### src/rtl/iarray_portarb_pkg.sv
// Shared constants and helpers for the iarray port arbiter.
package iarray_portarb_pkg;

  localparam int NREQ_DEF    = 4;
  localparam int IDBIT_DEF   = 2;
  localparam int ADDRBIT_DEF = 6;
  localparam int DEPTH_DEF   = 48;
  localparam int WIDTH_DEF   = 80;
  localparam int RDLAT_DEF   = 2;

  // Increment modulo n; used to advance the round-robin pointer past the winner.
  function automatic int wrap_inc(input int v, input int n);
    return (v >= n - 1) ? 0 : v + 1;
  endfunction

endpackage

### src/rtl/iarray_portarb_if.sv
// Requester-side and RAM-side signals of one shared array port.
interface iarray_portarb_if #(
  parameter int NREQ    = 4,
  parameter int IDBIT   = 2,
  parameter int ADDRBIT = 6,
  parameter int WIDTH   = 80
) ();
  logic [NREQ-1:0]         req;
  logic [NREQ-1:0]         rwr;
  logic [NREQ*ADDRBIT-1:0] radr;
  logic [NREQ*WIDTH-1:0]   rdi;
  logic                    hold;
  logic [NREQ-1:0]         gnt;
  logic                    rvld;
  logic [IDBIT-1:0]        rid;
  logic [WIDTH-1:0]        rdat;
  logic                    err;
  logic [ADDRBIT-1:0]      ram_a;
  logic                    ram_we;
  logic                    ram_re;
  logic [WIDTH-1:0]        ram_di;
  logic [WIDTH-1:0]        ram_do;

  // Clients plus the RAM wrapper: drive requests and return RAM data.
  modport master (
    output req, rwr, radr, rdi, hold, ram_do,
    input  gnt, rvld, rid, rdat, err, ram_a, ram_we, ram_re, ram_di
  );

  // The arbiter itself.
  modport slave (
    input  req, rwr, radr, rdi, hold, ram_do,
    output gnt, rvld, rid, rdat, err, ram_a, ram_we, ram_re, ram_di
  );
endinterface

### src/rtl/iarray_portarb_rrpick.sv
// Combinational round-robin pick: first asserted request at or after ptr.
module iarray_rrpick #(
  parameter int NREQ  = 4,
  parameter int IDBIT = 2
) (
  input  logic [NREQ-1:0]  req,
  input  logic [IDBIT-1:0] ptr,
  output logic [NREQ-1:0]  gnt,
  output logic [IDBIT-1:0] id,
  output logic             any
);

  // Scan from ptr upward with wrap; the first hit wins.
  always_comb begin
    int idx;
    idx = 0;
    gnt = '0;
    id  = '0;
    any = 1'b0;
    for (int i = 0; i < NREQ; i++) begin
      idx = int'(ptr) + i;
      if (idx >= NREQ) idx = idx - NREQ;
      if (!any && req[idx]) begin
        any      = 1'b1;
        gnt[idx] = 1'b1;
        id       = IDBIT'(idx);
      end
    end
  end

endmodule

### src/rtl/iarray_portarb.sv
// Round-robin arbiter sharing one registered-output RAM port among NREQ
// requesters; issues one command per cycle and tags read returns by id.
module iarray_portarb
  import iarray_portarb_pkg::*;
#(
  parameter int NREQ    = NREQ_DEF,
  parameter int IDBIT   = IDBIT_DEF,
  parameter int ADDRBIT = ADDRBIT_DEF,
  parameter int DEPTH   = DEPTH_DEF,
  parameter int WIDTH   = WIDTH_DEF,
  parameter int RDLAT   = RDLAT_DEF
) (
  input logic clk,
  input logic rst,
  iarray_portarb_if.slave bus
);

  logic [NREQ-1:0]        pick_gnt;
  logic [IDBIT-1:0]       pick_id;
  logic                   pick_any;
  logic                   grant;
  logic [ADDRBIT-1:0]     win_adr;
  logic [WIDTH-1:0]       win_di;
  logic                   win_wr;
  logic                   win_legal;

  logic [IDBIT-1:0]       ptr_q, ptr_d;
  logic [ADDRBIT-1:0]     a_q, a_d;
  logic [WIDTH-1:0]       di_q, di_d;
  logic                   we_q, we_d;
  logic                   re_q, re_d;
  logic                   err_q, err_d;
  // Latency pipe: stage k holds a read issued k+1 cycles ago by the grant.
  logic [RDLAT:0]             pv_q, pv_d;
  logic [RDLAT:0][IDBIT-1:0]  pid_q, pid_d;

  iarray_rrpick #(.NREQ(NREQ), .IDBIT(IDBIT)) u_pick (
    .req (bus.req),
    .ptr (ptr_q),
    .gnt (pick_gnt),
    .id  (pick_id),
    .any (pick_any)
  );

  // Grants are suppressed while quiesced or held in reset.
  assign grant   = pick_any & ~bus.hold & ~rst;
  assign bus.gnt = grant ? pick_gnt : '0;

  // Select the winner's command fields and check its address range.
  always_comb begin
    win_adr   = bus.radr[int'(pick_id)*ADDRBIT +: ADDRBIT];
    win_di    = bus.rdi[int'(pick_id)*WIDTH +: WIDTH];
    win_wr    = bus.rwr[pick_id];
    win_legal = int'(win_adr) < DEPTH;
  end

  // Next-state for pointer, command flops, error pulse and latency pipe.
  always_comb begin
    ptr_d    = ptr_q;
    a_d      = a_q;
    di_d     = di_q;
    we_d     = 1'b0;
    re_d     = 1'b0;
    err_d    = 1'b0;
    pv_d     = '0;
    pid_d    = '0;
    for (int k = 1; k <= RDLAT; k++) begin
      pv_d[k]  = pv_q[k-1];
      pid_d[k] = pid_q[k-1];
    end
    if (grant) begin
      ptr_d = IDBIT'(wrap_inc(int'(pick_id), NREQ));
      a_d   = win_adr;
      di_d  = win_di;
      if (win_legal) begin
        we_d = win_wr;
        re_d = ~win_wr;
        if (!win_wr) begin
          pv_d[0]  = 1'b1;
          pid_d[0] = pick_id;
        end
      end else begin
        // Illegal address still releases the requester but issues nothing.
        err_d = 1'b1;
      end
    end
  end

  // State registers; reset drops any reads still in flight.
  always_ff @(posedge clk or posedge rst) begin
    if (rst) begin
      ptr_q <= '0;
      a_q   <= '0;
      di_q  <= '0;
      we_q  <= 1'b0;
      re_q  <= 1'b0;
      err_q <= 1'b0;
      pv_q  <= '0;
      pid_q <= '0;
    end else begin
      ptr_q <= ptr_d;
      a_q   <= a_d;
      di_q  <= di_d;
      we_q  <= we_d;
      re_q  <= re_d;
      err_q <= err_d;
      pv_q  <= pv_d;
      pid_q <= pid_d;
    end
  end

  assign bus.ram_a  = a_q;
  assign bus.ram_di = di_q;
  assign bus.ram_we = we_q;
  assign bus.ram_re = re_q;
  assign bus.err    = err_q;
  assign bus.rvld   = pv_q[RDLAT];
  assign bus.rid    = pid_q[RDLAT];
  assign bus.rdat   = bus.ram_do;

endmodule
### src/flat_wrapper.sv
// flat-port wrapper written by rule: the top's interface ports become plain ports
module iarray_portarb_flat import iarray_portarb_pkg::*;
#(
  parameter int NREQ    = NREQ_DEF,
  parameter int IDBIT   = IDBIT_DEF,
  parameter int ADDRBIT = ADDRBIT_DEF,
  parameter int DEPTH   = DEPTH_DEF,
  parameter int WIDTH   = WIDTH_DEF,
  parameter int RDLAT   = RDLAT_DEF
)
  (clk, rst, bus_req, bus_rwr, bus_radr, bus_rdi, bus_hold, bus_ram_do, bus_gnt, bus_rvld, bus_rid, bus_rdat, bus_err, bus_ram_a, bus_ram_we, bus_ram_re, bus_ram_di);
  iarray_portarb_if #(.NREQ(NREQ), .IDBIT(IDBIT), .ADDRBIT(ADDRBIT), .WIDTH(WIDTH)) bus_i ();
  input logic clk;
  input logic rst;
  input wire logic [$bits(bus_i.req)-1:0] bus_req;
  input wire logic [$bits(bus_i.rwr)-1:0] bus_rwr;
  input wire logic [$bits(bus_i.radr)-1:0] bus_radr;
  input wire logic [$bits(bus_i.rdi)-1:0] bus_rdi;
  input wire logic [$bits(bus_i.hold)-1:0] bus_hold;
  input wire logic [$bits(bus_i.ram_do)-1:0] bus_ram_do;
  output wire logic [$bits(bus_i.gnt)-1:0] bus_gnt;
  output wire logic [$bits(bus_i.rvld)-1:0] bus_rvld;
  output wire logic [$bits(bus_i.rid)-1:0] bus_rid;
  output wire logic [$bits(bus_i.rdat)-1:0] bus_rdat;
  output wire logic [$bits(bus_i.err)-1:0] bus_err;
  output wire logic [$bits(bus_i.ram_a)-1:0] bus_ram_a;
  output wire logic [$bits(bus_i.ram_we)-1:0] bus_ram_we;
  output wire logic [$bits(bus_i.ram_re)-1:0] bus_ram_re;
  output wire logic [$bits(bus_i.ram_di)-1:0] bus_ram_di;
  assign bus_i.req = bus_req;
  assign bus_i.rwr = bus_rwr;
  assign bus_i.radr = bus_radr;
  assign bus_i.rdi = bus_rdi;
  assign bus_i.hold = bus_hold;
  assign bus_i.ram_do = bus_ram_do;
  assign bus_gnt = bus_i.gnt;
  assign bus_rvld = bus_i.rvld;
  assign bus_rid = bus_i.rid;
  assign bus_rdat = bus_i.rdat;
  assign bus_err = bus_i.err;
  assign bus_ram_a = bus_i.ram_a;
  assign bus_ram_we = bus_i.ram_we;
  assign bus_ram_re = bus_i.ram_re;
  assign bus_ram_di = bus_i.ram_di;
  iarray_portarb #(.NREQ(NREQ), .IDBIT(IDBIT), .ADDRBIT(ADDRBIT), .DEPTH(DEPTH), .WIDTH(WIDTH), .RDLAT(RDLAT)) u_core (.clk(clk), .rst(rst), .bus(bus_i));
endmodule
### config.mk
export PLATFORM = sky130hd
export DESIGN_NAME = iarray_portarb_flat
export DESIGN_NICKNAME = d
export VERILOG_FILES = /design/src/rtl/iarray_portarb_pkg.sv /design/src/rtl/iarray_portarb_if.sv /design/src/rtl/iarray_portarb_rrpick.sv /design/src/rtl/iarray_portarb.sv /design/src/flat_wrapper.sv
export SDC_FILE = /design/constraint.sdc
export NUM_CORES = 1
export LEC_CHECK = 0
export BUFFER_PORTS_ARGS = -buffer_cell sky130_fd_sc_hd__clkbuf_2
export CAP_MARGIN = 20
export CORE_AREA = 4 4 233 235
export DETAILED_ROUTE_END_ITERATION = 6
export DIE_AREA = 0 0 237 239
export GPL_TIMING_DRIVEN = 0
export SYNTH_ARGS = -nofsm -noshare
export SYNTH_HDL_FRONTEND = slang
export SYNTH_SLANG_ARGS = --single-unit
### constraint.sdc
create_clock -name clk -period 7.5 [get_ports clk]
set_input_delay 0.375 -clock clk [delete_from_list [all_inputs] [get_ports clk]]
set_output_delay 0.375 -clock clk [all_outputs]
set_load 0.1 [all_outputs]
==> results.ini, run 1 <==
[flow_run]
max_cap_violations = 0

[logic_synthesis]
synth.distinct_cells = 42
netlist_area_um2 = 11300
yosys_warnings = 0
yosys.area.top_type = dfrtp_1
synth.area.top_cells = dfrtp_1 22%, a21oi_1 12%, a21o_1 11%, mux2_2 8.7%, o21ai_0 7.8%
ys.flop_type = dfrtp_1
synth_top_area_frac = 0.219
synth_edf_count = 0
avgSynthCellArea_um2 = 7.29
ys_seq_elements = 99
synthCells = 1554
synthArstFlopShare = 1.00
syn_nets = 1993
ys_seq_area_frac = 0.219

[clock_tree]
clk_pin_slew_ns = 0.09
cts_resized = 0
ctsHoldBuffers = 0
cts_htree_levels = 3
cts_sinks = 99
clock_latency_ns = 0.39
cts_made_buffers = 9
tritoncts = yes
cts-root-buf = clkbuf_16
cts_setup_buffers = 0
cts_buffer_depth = 2

[setup_path]
crit_path_max_fanout = 11
path_delay_family = buffers and inverters
critPathMaxStageDelay_ns = 0.62
path_class = reg2out
critPathSlowestCell = clkbuf_1
crit_buf_inv = 10
end_kind = output port
cp_data_required_time_ns = 7.12
crit_path_cell_trace = buf_6 > buf_4 > inv_1 > clkbuf_1 > clkbuf_1 > ha_1 > buf_6 > mux4_2 > nor2b_1 > buf_4 > buf_2 > buf_2 > a221o_1 > o21ai_0 > a21oi_1 > clkbuf_2
worstPathArrival_ns = 5.48
cp-start-kind = flip-flop

[sta]
setup_viol = 0
maxSlewViolCount = 0
worst_pin_slew_ns = 0.889
setup_tns_ns = 0
finalHoldViolCount = 0
clock_skew_ns = 0.00823
rsz0062_at_grt = false
min_period_ns = 5.85
fmax_mhz = 171
fin_crit_sh = 0.780
slew_headroom = 0.407

[grt]
grt_usage = 0.224
grt-ovfl-total = 0
antenna_found_initial = 22
grt_start_max_net_pins = 60
grt_pass1_wl_um = 96200
grt_pass1_vias = 14400

[floorplanning]
io_pins = 611
core_um2 = 52200
dieArea_um2 = 56600
die_h_um = 239
start_util = 0.217
die_x_um = 237
row_count = 84

[pwr]
p_leak_nw = 6.89
total_power_w = 0.00919
power_density_nw_per_um2 = 601
ir_drop_mv = 0.317

[cells_and_area]
nets = 2538
area_delta_synth_final_pct = 34.8
nFillCells = 5803
drive_above_1_share = 0.374
final_cell_mix = 528 x clkbuf_2, 261 x a21oi_1, 176 x o21ai_0, 175 x nand3_1, 170 x a21o_1
ff_latch_area_um2 = 2480
fin_cells = 2798
multi_input_comb_area_um2 = 7420
post-route-util = 0.293
mostFrequentLayoutCell = clkbuf_2

[placed_design]
placed_cells = 2776
hpwlAfterDp_um = 52700
portBuffers = 528
routabilityCongestion = 0.924

[detailed_routing]
drt_iter0_drc = 1256
routedWlPerCell_um = 24.0
drtPass1Iterations = 5
drt_wl_total_um = 67100
drc = 0
antenna_left = 0
avgViaCountPerCell = 5.36
vias = 15000

[run_status]
outcome = finished clean

[worst_hold_path]
hp-class = in2async

[where the power goes]
group	switching (W)	internal [W]
combinational	0.00550	0.00222
clock	0.000293	0.000239
sequential	0.000150	0.000783
[synthesized netlist by cell type (2+ instances only)]
cell type and n:
a21oi_1 261, o21ai_0 176, nand3_1 175, a21o_1 170
clkbuf_1 110, dfrtp_1 99, buf_4 92, nand2_1 91
nor2_1 89, mux2_2 88, a32o_1 84, buf_2 36
buf_1 14, buf_6 9, a221o_1 7, o21ai_1 6
mux2i_1 5, a211oi_1 4, ha_1 4, inv_1 4
mux4_2 4, nor2b_1 3, a211oi_2 2, a221oi_1 2
nand2b_1 2
[final timing paths]
kind | startpoint | endpoint | slack, ns | cells after the start
max in group asynchronous | rst | u_core.bus.ram_di[9] | 6.70 | 3
setup / recovery | u_core.ptr_q[0] | bus_gnt[3] | 1.65 | 16
min in group clk | u_core.pv_q[1] | u_core.pv_q[2] | 0.35 | 0
hold reg to reg | u_core.pv_q[1] | u_core.pv_q[2] | 0.35 | 0
setup reg to reg | u_core.ptr_q[0] | u_core.bus.ram_di[18] | 2.32 | 15
hold / removal | rst | u_core.bus.ram_di[51] | 0.06 | 2
[cell type report]
| type | count | area share |
|---|---|---|
| multi-input cells | 1190 | 0.485 |
| repair buffers | 534 | 0.180 |
| flip-flops and latches | 99 | 0.162 |
| plain buffers | 261 | 0.0941 |
| well taps | 688 | 0.0563 |
| clock buffers | 9 | 0.0147 |
| clock inverters | 7 | 0.00532 |
| inverters | 4 | 0.00131 |
| diodes | 6 | 0.000983 |
[layer usage]
metal	part of all wire	track usage	routed length, um	up-vias
met5	0.0018	0	122	-
met4	0.023	0.0591	1560	18
met3	0.10	0.0680	6790	117
met2	0.49	0.381	32800	918
met1	0.39	0.275	25900	7194
li1	-	-	-	6757
[logic make-up after synthesis]
| kind of cell | Yosys count | synth area share |
|---|---|---|
| AOI/OAI and AO/OA | 723 | 0.406 |
| and+or+nand+nor | 365 | 0.143 |
| buffers and inverters | 265 | 0.128 |
| DFF | 99 | 0.219 |
| muxes | 97 | 0.0998 |
| adders and majority gates | 4 | 0.00442 |
| xor gates and xnor gates | 1 | 0.000773 |
[worst reg2reg max path, cell delays in order (launching register included)]
cell and delay (ns):
dfrtp_1 0.43, buf_6 0.16, buf_4 0.17, inv_1 0.13, clkbuf_1 0.55, clkbuf_1 0.62, ha_1 0.37, buf_6 0.14
mux2i_1 0.14, a32oi_1 0.20, o311ai_4 0.81, buf_4 0.37, buf_2 0.35, mux2_2 0.39, a21oi_1 0.15, a21oi_1 0.09
[state kept, by name, indices dropped and copies added, names as in the netlist]
register	cells
u_core.ptr_q	2
u_core.bus.ram_we	1
u_core.bus.ram_a	6
u_core.bus.err	1
u_core.bus.rid	2
u_core.pv_q	3
u_core.pid_d	4
u_core.bus.ram_di	80
[per-stage QoR]
stage                     worst slack [ns]  instance area [um2]  hold slack (ns)
after floorplan                       2.54                11300            0.331
after global placement                1.64                14800            0.333
after detailed placement              1.97                15000            0.335
after CTS                             1.50                15300           0.0545
after global routing                  1.37                15300           0.0779
final                                 1.65                15300           0.0561
Power figures use the tool's default switching activity.
==> inputs of run 2 (changes only) <==
- ABC_AREA: default -> 1
- CORE_AREA: 4 4 233 235 -> 4 4 234 236
- DIE_AREA: 0 0 237 239 -> 0 0 238 240
- clock period: 7.5 -> 5.5 ns (I/O delays scaled with it)
==> run 2 against run 1 <==
  * Synthesized cell count fell by 20%
  * Sequential share of layout area grew 4.9 points
  * Non-clock buffer count decreased by 107
  * Die area grew 0.84%
  * Clock skew up 0.0082 ns
  * Sequential cell count unchanged
  * Clock-buffer cell count is 1 higher
  * Routed wire length is 34% lower
  * Register-to-register slack got worse by 0.52 ns
  * Core utilization fell by 6.9 points
  * Cell count fell by 12%
  * Critical path type unchanged
  * Critical endpoint is now bus_gnt[0]
==> results.ini, run 2 <==
[setup_path]
critPathMaxStageDelay_ns = 0.56  ; -0.06 ns
crit_buf_inv = 7  ; -3
path_delay_family = buffers and inverters
crit_path_max_fanout = 10  ; -1
cp_data_required_time_ns = 5.22  ; -1.90 ns
crit_path_frequent_cell = inv_1
path_class = reg2out
worstPathArrival_ns = 4.25  ; -1.23 ns
critPathSlowestCell = nand3_1
cp-start-kind = flip-flop
end_kind = output port
crit_path_cell_trace = inv_1 > ha_1 > inv_1 > nand3_2 > a21oi_2 > nand4_1 > nand3_1 > inv_1 > buf_2 > buf_2 > nand2_1 > inv_1 > clkbuf_2

[detailed_routing]
drtPass1Iterations = 5  ; unchanged
antenna_left = 0  ; unchanged
drt_iter0_drc = 307  ; -76%
drt_wl_total_um = 44500  ; -34%
avgViaCountPerCell = 3.95  ; -26%
routedWlPerCell_um = 18.0  ; -25%
vias = 9783  ; -35%
drc = 0  ; unchanged

[logic_synthesis]
yosys.area.top_type = dfrtp_1
synth.area.top_cells = dfrtp_1 31%, nand2_1 22%, inv_1 9.5%, buf_4 8.2%, o211ai_1 8.0%
synth.most_common_cell = nand2_1
ys_seq_area_frac = 0.315  ; +0.0963
avgSynthCellArea_um2 = 6.37  ; -13%
yosys-top-cells-count = 459 x nand2_1, 199 x inv_1, 99 x dfrtp_1
synth_top_family_by_area = simple AND/OR/NAND/NOR gates
yosys_warnings = 0  ; unchanged
synth_compound_area_frac = 0.202  ; -0.204
synth_top_area_frac = 0.315  ; +0.0963
synth_fa_ha_area_frac = 0.00636  ; +0.00195
synth-xor-area-share = 0  ; -0.000773
synthArstFlopShare = 1.00  ; unchanged
synthSimpleGateAreaFrac = 0.255  ; +0.113
ys.flop_type = dfrtp_1
synth_edf_count = 0  ; unchanged
syn_nets = 1675  ; -16%
netlist_area_um2 = 7870  ; -31%
synthCells = 1236  ; -20%
synth.distinct_cells = 28  ; -33%
ys_seq_elements = 99  ; unchanged
muxShareOfSynthArea = 0  ; -0.0998

[sta]
rsz0062_at_grt = false
setup_viol = 0  ; unchanged
hold_ws_ns = 0.180  ; +0.124 ns
fin_crit_sh = 0.823
min_period_ns = 4.53
maxSlewViolCount = 0  ; unchanged
worst_pin_slew_ns = 0.888  ; -0.00117 ns
fmax_mhz = 221
setup_ws_ns = 0.971  ; -0.675 ns
setup_tns_ns = 0  ; unchanged
finalHoldViolCount = 0  ; unchanged
clock_skew_ns = 0.0165  ; +0.00825 ns
slew_headroom = 0.408  ; +0.000779

[grt]
grt_usage = 0.147  ; -0.0771
grt_pass1_wl_um = 61100  ; -37%
grt_pass1_vias = 9678  ; -33%
antenna_found_initial = 12  ; -45%
grt_start_max_net_pins = 60  ; unchanged
grt-ovfl-total = 0  ; unchanged

[clock_tree]
cts_sinks = 99  ; unchanged
cts_buffer_depth = 2  ; unchanged
clk_pin_slew_ns = 0.09  ; about the same
tritoncts = yes
clock_latency_ns = 0.39  ; about the same
cts-root-buf = clkbuf_16
cts_resized = 0  ; unchanged
cts_made_buffers = 9  ; unchanged
cts_htree_levels = 3  ; unchanged

[floorplanning]
row_count = 84  ; unchanged
die_h_um = 240  ; +0.42%
io_pins = 611  ; unchanged
dieArea_um2 = 57100  ; +0.84%
die_x_um = 238  ; +0.42%
core_um2 = 52400  ; +0.40%
start_util = 0.150  ; -0.0670

[run_status]
outcome = finished clean

[cells_and_area]
nFillCells = 6109  ; +5.3%
final_cell_mix = 530 x clkbuf_2, 459 x nand2_1, 198 x inv_1, 99 x dfrtp_1, 89 x a21oi_1
multi_input_comb_area_um2 = 3650  ; -51%
nets = 2218  ; -13%
largest_reg_flops = 80  ; unchanged
ff_latch_area_um2 = 2480  ; unchanged
drive_above_1_share = 0.385  ; +0.0115
mostFrequentLayoutCell = clkbuf_2
area_delta_synth_final_pct = 49.3
post-route-util = 0.224  ; -0.0686

[placed_design]
routabilityCongestion = 0.857  ; -7.2%
hpwlAfterDp_um = 36800  ; -30%
dpl_worst_slack_ns = 1.24  ; -0.727 ns
portBuffers = 530  ; +0.38%

[worst_hold_path]
hp-class = in2reg

[flow_run]
max_cap_violations = 0  ; unchanged

==> run 2: logic make-up (layout without fill, tap and decap cells) <==
kind of cell,after synthesis,in the layout
compound gates,272,272
other cells,0,2
fa+ha+maj,4,4
flops,99,99
buf+inv,357,905
simple gates,504,504
==> run 2: worst reg2reg max path: stages (launching register included) <==
cell and delay, ns:
dfrtp_1 0.52, inv_1 0.22, ha_1 0.44, inv_1 0.11, nand3_2 0.13, a21oi_2 0.08, nand4_1 0.09, nand3_1 0.56
inv_1 0.31, buf_2 0.46, buf_1 0.47, nand2_1 0.17, nand2_1 0.08
==> run 2: final timing paths <==
check	slack, ns	startpoint	endpoint	cells after the start
max in group asynchronous	4.36	rst	u_core.bus.ram_di[3]	4
worst max register to register	1.80	u_core.ptr_q[1]	u_core.bus.ram_di[79]	12
worst max-delay path	0.97	u_core.ptr_q[1]	bus_gnt[0]	13
min in group asynchronous	0.45	rst	u_core.bus.ram_di[44]	3
worst min register to register	0.35	u_core.pv_q[1]	u_core.pv_q[2]	0
worst min-delay path	0.18	bus_rdi[80]	u_core.bus.ram_di[0]	5
==> run 2: area by class of cell <==
cell class                 instances  area share
multi-input combinational        780       0.311
timing repair buffer             532       0.229
sequential                        99       0.211
buffer                           156      0.0838
tap                              688      0.0733
inverter                         201      0.0649
clock buffer                      10      0.0195
clock inverter                     6     0.00756
antenna                            2    0.000426
==> run 2: per-layer routing <==
metal / global-route usage / vias to the layer above / part of all wire
met5: 0 / - / 0.0028
met4: 0.0619 / 18 / 0.037
met2: 0.250 / 487 / 0.47
li1: - / 4866 / -
met3: 0.0466 / 94 / 0.086
met1: 0.170 / 4318 / 0.40
==> run 2: what timing repair did <==
| action | in CTS | in global routing |
|---|---|---|
| buffers inserted | 0 | 0 |
| hold endpoints to repair | 40 | 0 |
| hold buffers | 1 | 0 |
==> run 2: metrics by stage <==
step,instances,instance area (um2)
floorplan,1236,7870
global placement,2454,11400
detailed placement,2455,11400
CTS,2472,11700
global route,2473,11700
finish,2474,11700
Power of run 2 is left out: the tool's default activity adds up to more than one toggle a clock period on the data nets, which glitch-free logic cannot reach.
==> inputs of run 3 (changes only) <==
- CORE_AREA: 4 4 234 236 -> 4 4 233 235
- DIE_AREA: 0 0 238 240 -> 0 0 237 239
- clock period: 5.5 -> 3.6 ns (I/O delays scaled with it)
==> run 3 against run 2 <==
  * Sequential share of layout area down 0.10 points
  * Cell count unchanged
  * Sequential cell count unchanged
  * Routed wire length up 1.5%
  * Highest routed layer unchanged
  * Global-route usage up 0.53 points
  * First-iteration DRC count up 17%
  * Largest cell class unchanged
  * Non-clock buffer count up 1
  * Critical path type is now reg2reg
==> results.ini, run 3 (synthesis results as in run 2) <==
[floorplanning]
io_pins = 611  ; unchanged
start_util = 0.151  ; +0.000604
die_h_um = 239  ; -0.42%
row_count = 84  ; unchanged
dieArea_um2 = 56600  ; -0.84%
die_x_um = 237  ; -0.42%
core_um2 = 52200  ; -0.40%

[sta]
worst_pin_slew_ns = 0.981  ; +0.0936 ns
slew_headroom = 0.346  ; -0.0624
clock_skew_ns = 0.0110  ; -0.00547 ns
maxSlewViolCount = 0  ; unchanged
min_period_ns = 3.29
hold_ws_ns = 0.107  ; -0.0731 ns
fin_crit_sh = 0.915
setup_viol = 0  ; unchanged
finalHoldViolCount = 0  ; unchanged
fmax_mhz = 304
rsz0062_at_grt = false

[setup_path]
r2r_slack_ns = 0.31  ; -1.49 ns
critPathSlowestCell = buf_1
cp_data_required_time_ns = 3.93  ; -1.29 ns
crit_path_max_fanout = 10  ; unchanged
path_class = reg2reg
crit_path_cell_trace = clkinvlp_4 > ha_2 > inv_1 > nand3_2 > nand2_4 > a21oi_2 > nand2_2 > nand2_2 > buf_2 > buf_1 > o211ai_1 > nand2_1 > nand2_1 > nand2_1
crit_path_frequent_cell = nand2_1
worstPathArrival_ns = 3.62  ; -0.63 ns
end_kind = flip-flop
critPathMaxStageDelay_ns = 0.49  ; -0.07 ns
cp-start-kind = flip-flop

[clock_tree]
clk_pin_slew_ns = 0.09  ; about the same
clock_latency_ns = 0.38  ; about the same
cts_sinks = 99  ; unchanged
tritoncts = yes
cts_made_buffers = 9  ; unchanged
cts-root-buf = clkbuf_16
cts_htree_levels = 3  ; unchanged
cts_buffer_depth = 2  ; unchanged

[cells_and_area]
post-route-util = 0.226  ; +0.00212
largest_reg_flops = 80  ; unchanged
nets = 2219  ; +0.045%
mostFrequentLayoutCell = clkbuf_2
nFillCells = 6070  ; -0.64%
final_area_um2 = 11800  ; +0.54%
final_cell_mix = 533 x clkbuf_2, 459 x nand2_1, 197 x inv_1, 98 x dfrtp_1, 89 x a21oi_1
ff_latch_area_um2 = 2480  ; about the same
drive_above_1_share = 0.394  ; +0.00875
multi_input_comb_area_um2 = 3670  ; +0.62%
area_delta_synth_final_pct = 50.1

[worst_hold_path]
hp-class = in2reg

[detailed_routing]
drtPass1Iterations = 6  ; +1
drt_iter0_drc = 359  ; +17%
antenna_left = 0  ; unchanged
drc = 0  ; unchanged
drt_wl_total_um = 45200  ; +1.5%
routedWlPerCell_um = 18.3  ; +1.5%
avgViaCountPerCell = 3.98  ; +0.54%
route.met2.wl_um = 21900  ; +4.5%
wl_met3_um = 3840  ; +0.60%
top_layer = met5
wl_met1_um = 18100  ; +0.48%
vias = 9836  ; +0.54%

[grt]
grt_pass1_wl_um = 63100  ; +3.3%
grt_usage = 0.152  ; +0.00526
grt_start_max_net_pins = 39  ; -35%
antenna_found_initial = 7  ; -5
grt-ovfl-total = 0  ; unchanged
grt_pass1_vias = 9823  ; +1.5%

[placed_design]
routabilityCongestion = 0.876  ; +2.2%
place_area_um2 = 11400  ; about the same
portBuffers = 530  ; unchanged
hpwlAfterDp_um = 37400  ; +1.6%

[run_status]
outcome = finished clean

[flow_run]
max_cap_violations = 0  ; unchanged

==> run 3: cell count changes in the layout (fill, tap and decap cells not counted), sizes merged <==
cell           previous run  this run
clkinvlp                  2         4
clkdlybuf4s15             0         1
diode                     2         1
bufinv                    2         1
buf                     137       136
==> run 3: metal layers <==
metal  global-route usage  vias up
li1                     -     4874
met4               0.0589        4
met3               0.0371       60
met5                    0        -
met1                0.182     4391
met2                0.263      507
==> run 3: worst paths after layout <==
check / cells after the start / end / startpoint
setup / recovery: 14 / u_core.bus.ram_di[6] / u_core.ptr_q[1]
hold / removal: 5 / u_core.bus.ram_a[3] / bus_radr[9]
setup reg to reg: 14 / u_core.bus.ram_di[6] / u_core.ptr_q[1]
hold reg to reg: 0 / u_core.bus.rid[1] / u_core.pid_d[5]
max in group asynchronous: 4 / u_core.bus.ram_di[18] / rst
min in group asynchronous: 3 / u_core.bus.rid[0] / rst
==> run 3: final cells by class <==
type / instances / share of cell area
Sequential cell: 99 / 0.210
Clock buffer: 9 / 0.0191
Multi-Input combinational cell: 780 / 0.311
Inverter: 201 / 0.0647
Tap cell: 688 / 0.0729
Clock inverter: 7 / 0.00699
Timing Repair Buffer: 534 / 0.230
Antenna cell: 1 / 0.000212
Buffer: 155 / 0.0851
==> run 3: metrics by stage <==
stage	worst slack (ns)	std cells	setup TNS [ns]
global placement	-1.96	2454	-147.65
CTS	0.0488	2474	0
global route	0.0205	2473	0
floorplan	0.351	1236	0
finish	0.306	2474	0
detailed placement	-0.662	2456	-14.61
==> run 3: worst max-delay path: cells and delay by family (launching register included) <==
| kind | cells | cell delay [ns] |
|---|---|---|
| simple gates | 7 | 0.75 |
| flops | 1 | 0.47 |
| fa+ha+maj | 1 | 0.43 |
| compound gates | 2 | 0.34 |
| buf+inv | 4 | 1.24 |
==> run 3: what timing repair did <==
action | 4_1_cts | 5_1_grt
hold endpoints to repair | 25 | 0
resized for setup | 16 | 17
setup buffers | 1 | 0
pin swaps | 1 | 1
hold buffers | 1 | 0
endpoints found under the setup margin | 70 | 63
Power of run 3 is left out for the same reason.
